**config.mk**
```make
export PLATFORM = sky130hd
export DESIGN_NAME = dice_result_tracker
export DESIGN_NICKNAME = d
export VERILOG_FILES = /design/src/rtl/dice_result_tracker.sv
export SDC_FILE = /design/constraint.sdc
export NUM_CORES = 1
export LEC_CHECK = 0
export CAP_MARGIN = 20
export CELL_PAD_IN_SITES_DETAIL_PLACEMENT = 1
export CELL_PAD_IN_SITES_GLOBAL_PLACEMENT = 2
export CORE_AREA = 10 10 134 136
export CTS_CLUSTER_DIAMETER = 200
export DETAILED_ROUTE_END_ITERATION = 16
export DIE_AREA = 0 0 144 146
export PLACE_DENSITY = 0.85
export SKIP_CTS_REPAIR_TIMING = 1
export SYNTH_ARGS = -nofsm -noshare
export SYNTH_HDL_FRONTEND = slang
export SYNTH_SLANG_ARGS = --single-unit
```
**constraint.sdc**
```tcl
create_clock -name clk -period 4.65 [get_ports clk]
set_input_delay 0.93 -clock clk [delete_from_list [all_inputs] [get_ports clk]]
set_output_delay 0.93 -clock clk [all_outputs]
set_load 0.02 [all_outputs]
```
**src/rtl/dice_result_tracker.sv**
```systemverilog
// dice_result_tracker
//   Captures the final dice face when the roll button is released. Each capture
//   is offered downstream over a valid/ready handshake. The block also keeps
//   per-face and total roll statistics, flags doubles and drives a 7-segment
//   display of the last legal face.
// Ports
//   clk, rst          rising-edge clock, synchronous active-high reset
//   button, throw     roll button and dice face (legal 1..6)
//   result_ready      downstream accepts the pending result this cycle
//   result_valid      result/double are valid and held stable
//   result, double    captured face and "same as previous legal face" flag
//   overrun           sticky: a capture was dropped while a result was pending
//   seg               active-low {g,f,e,d,c,b,a} pattern of the last legal face
//   count_sel         face whose counter is shown on count_out
//   count_out         roll count of face count_sel (0 for sel 0 or 7)
//   total, err_cnt    legal capture count and illegal capture count
module dice_result_tracker #(
   parameter int unsigned CNT_W = 8,
   parameter int unsigned TOT_W = 12
) (
   input  logic             clk,
   input  logic             rst,
   input  logic             button,
   input  logic [2:0]       throw,
   input  logic             result_ready,
   output logic             result_valid,
   output logic [2:0]       result,
   output logic             double,
   output logic             overrun,
   output logic [6:0]       seg,
   input  logic [2:0]       count_sel,
   output logic [CNT_W-1:0] count_out,
   output logic [TOT_W-1:0] total,
   output logic [CNT_W-1:0] err_cnt
);

   localparam int unsigned NUM_FACES = 6;

   typedef enum logic {EMPTY, FULL} state_t;

   state_t           state, state_nxt;
   logic             button_d;
   logic [2:0]       prev_face;
   logic [CNT_W-1:0] face_cnt [NUM_FACES];

   logic             release_c;
   logic             legal_c;
   logic             illegal_c;
   logic             xfer_c;
   logic             load_c;
   logic             drop_c;
   logic [2:0]       face_idx_c;
   logic [6:0]       seg_c;

   // The dice freezes on the same edge the button is seen released
   assign release_c  = button_d & ~button;
   assign legal_c    = release_c & (throw != 3'd0) & (throw != 3'd7);
   assign illegal_c  = release_c & ((throw == 3'd0) | (throw == 3'd7));
   assign xfer_c     = (state == FULL) & result_ready;
   assign face_idx_c = 3'(throw - 3'd1);

   // Face to active-low segment pattern
   always_comb begin
      seg_c = 7'h7F;
      case (throw)
         3'd1:    seg_c = 7'h79;
         3'd2:    seg_c = 7'h24;
         3'd3:    seg_c = 7'h30;
         3'd4:    seg_c = 7'h19;
         3'd5:    seg_c = 7'h12;
         3'd6:    seg_c = 7'h02;
         default: seg_c = 7'h7F;
      endcase
   end

   // Handshake next-state: a capture while full is kept only if the old result leaves
   always_comb begin
      state_nxt = state;
      load_c    = 1'b0;
      drop_c    = 1'b0;
      case (state)
         EMPTY: begin
            if (legal_c) begin
               load_c    = 1'b1;
               state_nxt = FULL;
            end
         end
         FULL: begin
            if (xfer_c) begin
               if (legal_c) load_c = 1'b1;
               else         state_nxt = EMPTY;
            end else if (legal_c) begin
               drop_c = 1'b1;
            end
         end
         default: state_nxt = EMPTY;
      endcase
   end

   // State register
   always_ff @(posedge clk) begin
      if (rst) state <= EMPTY;
      else     state <= state_nxt;
   end

   // Result, statistics and display registers
   always_ff @(posedge clk) begin
      if (rst) begin
         button_d     <= 1'b0;
         result_valid <= 1'b0;
         result       <= 3'd0;
         double       <= 1'b0;
         overrun      <= 1'b0;
         seg          <= 7'h7F;
         prev_face    <= 3'd0;
         total        <= '0;
         err_cnt      <= '0;
         for (int i = 0; i < NUM_FACES; i++) face_cnt[i] <= '0;
      end else begin
         button_d     <= button;
         result_valid <= (state_nxt == FULL);
         if (load_c) begin
            result <= throw;
            double <= (throw == prev_face);
         end
         if (drop_c) overrun <= 1'b1;
         if (legal_c) begin
            prev_face <= throw;
            seg       <= seg_c;
            if (total != {TOT_W{1'b1}}) total <= total + TOT_W'(1);
            if (face_cnt[face_idx_c] != {CNT_W{1'b1}})
               face_cnt[face_idx_c] <= face_cnt[face_idx_c] + CNT_W'(1);
         end
         if (illegal_c && (err_cnt != {CNT_W{1'b1}})) err_cnt <= err_cnt + CNT_W'(1);
      end
   end

   // Counter readout; selects 0 and 7 have no counter
   always_comb begin
      count_out = '0;
      if ((count_sel != 3'd0) && (count_sel != 3'd7))
         count_out = face_cnt[3'(count_sel - 3'd1)];
   end

endmodule

```
==> flow_metrics.env, run 1 <==
export IMPL_outcome="finished clean"
export IMPL_setup_worst_path_class="input pin to primary output"
export IMPL_peakVddDrop_mv=0.143
export IMPL_drv_slew=0
export IMPL_ys_types=52
export IMPL_yosysTopAreaCellShare=0.363
export IMPL_hp_class="flop to flop"
export IMPL_finalHoldViolCount=0
export IMPL_comb_power_share=0.156
export IMPL_cts_tree="yes"
export IMPL_endpoint_kind="primary output"
export IMPL_reg2reg_to="face_cnt[5][2]"
export IMPL_fp_dieH_um=146
export IMPL_synth_seq_area_share=0.499
export IMPL_ys_top_cells_by_area="edfxtp_1 36%, dfxtp_1 14%, mux4_2 13%, nor2_1 3.0%, nand2_1 2.8%"
export IMPL_power_density_mw_per_mm2=322
export IMPL_power_frac_clock=0.366
export IMPL_gp_congestion=0.840
export IMPL_firstDrtPassIters=5
export IMPL_wl_um=14500
export IMPL_cts_sinks=100
export IMPL_gr_total_overflow=0
export IMPL_drive_gt1_frac=0.191
export IMPL_crit_arrival_ps=3440
export IMPL_fin_worst_skew_ps=8.30
export IMPL_worstSetupEndpoint="count_out[0]"
export IMPL_fp_dieArea_mm2=0.0210
export IMPL_async_reset_ff_frac=0
export IMPL_syn_to_final_growth_pct=20.2
export IMPL_worst_pin_slew_ps=763
export IMPL_root_buffer="clkbuf_16"
export IMPL_max_cap_violations=0
export IMPL_fin_nets=528
export IMPL_yosys_warnings=0
export IMPL_syn_area_mm2=0.00529
export IMPL_whs_ps=444
export IMPL_rrSetupSlack_ps=1840
export IMPL_portBuffers=50
export IMPL_drtIter0Drc=256
export IMPL_synth_top_cells_by_count="64 x edfxtp_1, 42 x nor2_1, 40 x nand2_1"
export IMPL_wl_per_cell_um=20.6
export IMPL_period_share=0.940
export IMPL_cts_clk_slew_worst_paths_ps=60
export IMPL_via_per_inst=5.48
export IMPL_via_count=3860
export IMPL_power_switching_mw=0.526
export IMPL_slew_headroom=0.486
export IMPL_clockBufferDepth=2
export IMPL_synth_edf_count=64
export IMPL_grtUsageTotal=0.143
export IMPL_startpoint_type="input pin"
export IMPL_core_area_mm2=0.0155
export IMPL_cts_buffers=9
export IMPL_rsz0062_at_grt="false"
export IMPL_grt_max_degree=37
export IMPL_reg2reg_from="face_cnt[0][1]"
export IMPL_cp_data_required_time_ps=3720
export IMPL_cellLeakagePower_nw=2.19
export IMPL_synth_fp_nets=465
export IMPL_power_internal_mw=1.52
export IMPL_io_pins=51
export IMPL_clock_latency_ps=350
export IMPL_drc=0
export IMPL_min_period_ps=4370
export IMPL_pwr_share_seq=0.478
export IMPL_place_hpwl_um=10700
export IMPL_setup_violations_final=0
export IMPL_reg2reg_depth=6
export IMPL_startpoint="count_sel[0]"
export IMPL_synth_most_common_cell="edfxtp_1"
export IMPL_antenna_left=0
export IMPL_grt_pass1_wl_um=23500
export IMPL_antenna_found_initial=0
export IMPL_antenna_cells=0
export IMPL_grt_pass1_vias=4230
export IMPL_fmax_ghz=0.229
export IMPL_synth_area_per_cell_um2=11.9
export IMPL_cp_max_fo=16
export IMPL_rows=46
export IMPL_sw_frac_of_total=0.257
export IMPL_power_mw=2.05
export IMPL_tns_ps=0
export IMPL_ctsHtreeMaxLevel=3
export IMPL_final_core_util=0.411
export IMPL_synthesis_instances=444
export IMPL_die_width_um=144
export IMPL_synth_area_leader_cell="edfxtp_1"
export IMPL_synth_seq_cells=100
export IMPL_start_util=0.342
export IMPL_synth_main_ff_cell="edfxtp_1"
-- critical path, stage by stage --
cell and delay (ps):
clkdlybuf4s50_1 480, inv_1 70, ha_1 750, mux4_2 330, nand2_1 50, a21oi_1 190, clkdlybuf4s50_1 640
-- worst min path at each step --
stage / end / depth (start not counted) / slack (ps) / startpoint
6_report: seg[6] / 2 / 440 / seg[6]
5_1_grt: seg[6] / 2 / 470 / seg[6]
4_1_cts: seg[6] / 2 / 450 / seg[6]
3_5_place_dp: seg[6] / 2 / 440 / seg[6]
3_3_place_gp: seg[6] / 2 / 440 / seg[6]
2_1_floorplan: prev_face[0] / 2 / 450 / prev_face[0]
-- placed cells by master (no fill, tap or decap), types with 3 or more instances in the layout --
master,synthesis,final
xnor2_1,15,15
nor2_1,42,42
mux4_2,31,31
buf_4,2,27
a21oi_1,26,26
mux2i_1,5,5
clkdlybuf4s50_1,0,50
a211oi_1,3,3
nor3_1,30,30
xor2_1,5,5
mux2_2,7,7
nor4_1,8,7
inv_1,10,10
or3_1,8,8
o21ai_2,3,3
edfxtp_1,64,64
clkbuf_16,0,9
ha_1,11,11
o21ai_0,6,6
nand2b_1,6,6
dfxtp_1,36,36
nor3_2,4,4
nand4_1,3,3
nand3_1,14,14
nand2_1,40,40
o211ai_1,4,4
and3_1,8,8
-- routing by layer --
metal  vias to the layer above  track usage  wire length, um
met4                         0       0.0557              264
met1                      1949        0.178             6080
li1                       1795            -                -
met2                        97        0.230             7200
met5                         -            0                0
met3                        19       0.0385              929
-- state kept, by name, indices dropped and copies added (netlist names) --
register and cells:
err_cnt 8, total 12, result_valid 1, seg 6, face_cnt 64, double 1, result 3, prev_face 3
overrun 1, button_d 1
-- through the flow --
| step | area [um2] | instances | worst slack (ps) |
|---|---|---|---|
| floorplan | 5300 | 444 | 160 |
| finish | 6360 | 704 | 279 |
| detailed placement | 6060 | 687 | 78.9 |
| global placement | 6060 | 687 | 117 |
| CTS | 6360 | 703 | 240 |
| global route | 6360 | 704 | 141 |
-- power by group through the flow --
| stage | sequential, mW | combinational, mW | clock [mW] |
|---|---|---|---|
| after detailed placement | 0.998 | 0.319 | 0 |
| after global routing | 0.980 | 0.345 | 0.801 |
| after floorplan | 0.998 | 0.207 | 0 |
| final | 0.978 | 0.318 | 0.749 |
| after CTS | 0.978 | 0.321 | 0.765 |
| after global placement | 0.996 | 0.312 | 0 |
-- layout make-up --
class	instances	area, um2
Clock buffer	11	233
Clock inverter	5	58.8
Fill cell	1685	9120
Inverter	10	37.5
Multi-Input combinational cell	308	2440
Sequential cell	100	2640
Tap cell	192	240
Timing Repair Buffer	78	708
-- logic make-up after synthesis --
logic type | count (synthesis) | synth area share
compound gates | 58 | 0.0731
xor+xnor | 22 | 0.0393
fa+ha+maj | 11 | 0.0260
buf+inv | 36 | 0.0404
flops | 100 | 0.499
mux | 45 | 0.161
simple gates | 172 | 0.161
Note: power is estimated with default switching activity, not from simulation.
==> run 2, diff against run 1 <==
--- a/config.mk
+++ b/config.mk
@@ -12,7 +12,7 @@
 export CTS_CLUSTER_DIAMETER = 200
 export DETAILED_ROUTE_END_ITERATION = 16
 export DIE_AREA = 0 0 144 146
-export PLACE_DENSITY = 0.85
+export PLACE_DENSITY = 0.76
 export SKIP_CTS_REPAIR_TIMING = 1
 export SYNTH_ARGS = -nofsm -noshare
 export SYNTH_HDL_FRONTEND = slang
==> flow_metrics.env, run 2 (synthesized netlist as in run 1, its figures left out) <==
export IMPL_crit_arrival_ps=3450
export IMPL_syn_to_final_growth_pct=20.3
export IMPL_rows=46
export IMPL_largest_reg_flops=64
export IMPL_tns_ps=0
export IMPL_gr_total_overflow=0
export IMPL_drive_gt1_frac=0.200
export IMPL_peakVddDrop_mv=0.173
export IMPL_regMostFlops="face_cnt"
export IMPL_min_period_ps=4380
export IMPL_cellLeakagePower_nw=2.20
export IMPL_grtUsageTotal=0.144
export IMPL_cts_sinks=100
export IMPL_cts_clk_slew_worst_paths_ps=70
export IMPL_io_pins=51
export IMPL_antenna_cells=0
export IMPL_whs_ps=465
export IMPL_hp_class="flop to flop"
export IMPL_cp_top_family="buffers and inverters"
export IMPL_finalHoldViolCount=0
export IMPL_cp_max_fo=16
export IMPL_grt_pass1_wl_um=23400
export IMPL_antenna_found_initial=0
export IMPL_clock_latency_ps=350
export IMPL_grt_pass1_vias=4179
export IMPL_final_cell_mix="64 x edfxtp_1, 50 x clkdlybuf4s50_1, 42 x nor2_1, 40 x nand2_1, 36 x dfxtp_1"
export IMPL_fp_dieArea_mm2=0.0210
export IMPL_cts_buffers=9
export IMPL_firstDrtPassIters=4
export IMPL_gp_congestion=0.855
export IMPL_antenna_left=0
export IMPL_via_per_inst=5.47
export IMPL_root_buffer="clkbuf_16"
export IMPL_drtIter0Drc=273
export IMPL_rsz0062_at_grt="false"
export IMPL_drc=0
export IMPL_cts_tree="yes"
export IMPL_clockBufferDepth=2
export IMPL_crit_chain="clkdlybuf4s50_1 > inv_1 > ha_1 > mux4_2 > nand2_1 > a21oi_1 > clkdlybuf4s50_1"
export IMPL_fp_dieH_um=146
export IMPL_start_util=0.342
export IMPL_reg_largest_list="face_cnt: 64 flops, total: 12 flops, err_cnt: 8 flops"
export IMPL_setup_violations_final=0
export IMPL_outcome="finished clean"
export IMPL_fmax_ghz=0.228
export IMPL_drv_slew=0
export IMPL_setup_worst_path_class="input pin to primary output"
export IMPL_stdcell_count=707
export IMPL_period_share=0.943
export IMPL_place_hpwl_um=11300
export IMPL_grt_max_degree=36
export IMPL_final_core_util=0.411
export IMPL_endpoint_kind="primary output"
export IMPL_crit_buf_inv=3
export IMPL_ctsHtreeMaxLevel=3
export IMPL_layout_commonest_cell="edfxtp_1"
export IMPL_power_density_mw_per_mm2=315
export IMPL_core_area_mm2=0.0155
export IMPL_worst_pin_slew_ps=809
export IMPL_slowest_delay_ps=750
export IMPL_crit_top_cell="clkdlybuf4s50_1"
export IMPL_setup_ws_ps=266
export IMPL_slew_headroom=0.458
export IMPL_dp_cells=690
export IMPL_cp_data_required_time_ps=3720
export IMPL_startpoint_type="input pin"
export IMPL_max_cap_violations=0
export IMPL_dp_slack_ps=247
export IMPL_die_width_um=144
export IMPL_fin_nets=531
export IMPL_cp_slowest_cell="ha_1"
export IMPL_wl_per_cell_um=21.2
export IMPL_wl_um=15000
export IMPL_fin_worst_skew_ps=6.34
export IMPL_portBuffers=50
export IMPL_via_count=3866
[run 2: metal layers]
metal	wire, um	track usage	share of wire
met1	6000	0.164	0.40
met2	7900	0.254	0.53
met3	868	0.0352	0.058
met4	195	0.0495	0.013
met5	0	0	0
[run 2: final cells by class]
class,count,area (um2)
fill,1655,9120
sequential,100,2640
multi-input combinational,308,2440
timing repair buffer,81,731
tap,192,240
clock buffer,9,225
clock inverter,7,48.8
inverter,10,37.5
[run 2: through the flow]
step / instance area, um2 / power [mW]
after floorplan: 5300 / 1.20
after global placement: 6090 / 1.32
after detailed placement: 6090 / 1.32
after CTS: 6360 / 2.02
after global routing: 6370 / 2.10
final: 6370 / 2.00
[run 2: worst reg2reg max path: cells and delay by family (launching register included)]
family                     cells  cell delay (ps)
AOI/OAI and AO/OA              2              400
adders and majority gates      1              270
buffers and inverters          1              280
DFF                            1              440
muxes                          2              820
and+or+nand+nor                1              340
[run 2: path summary, 6_finish.rpt]
path	from	to	slack, ps	cells after the start
setup / recovery	count_sel[0]	count_out[0]	270	7
hold / removal	seg[6]	seg[6]	460	2
setup reg to reg	face_cnt[1][1]	face_cnt[6][7]	1910	7
hold reg to reg	seg[6]	seg[6]	460	2
[run 2: power by group]
group	internal (mW)	leakage [nW]	switching, mW
Sequential	0.964	0.940	0.0143
Combinational	0.137	1.13	0.184
Clock	0.365	0.133	0.340
Total	1.47	2.20	0.538
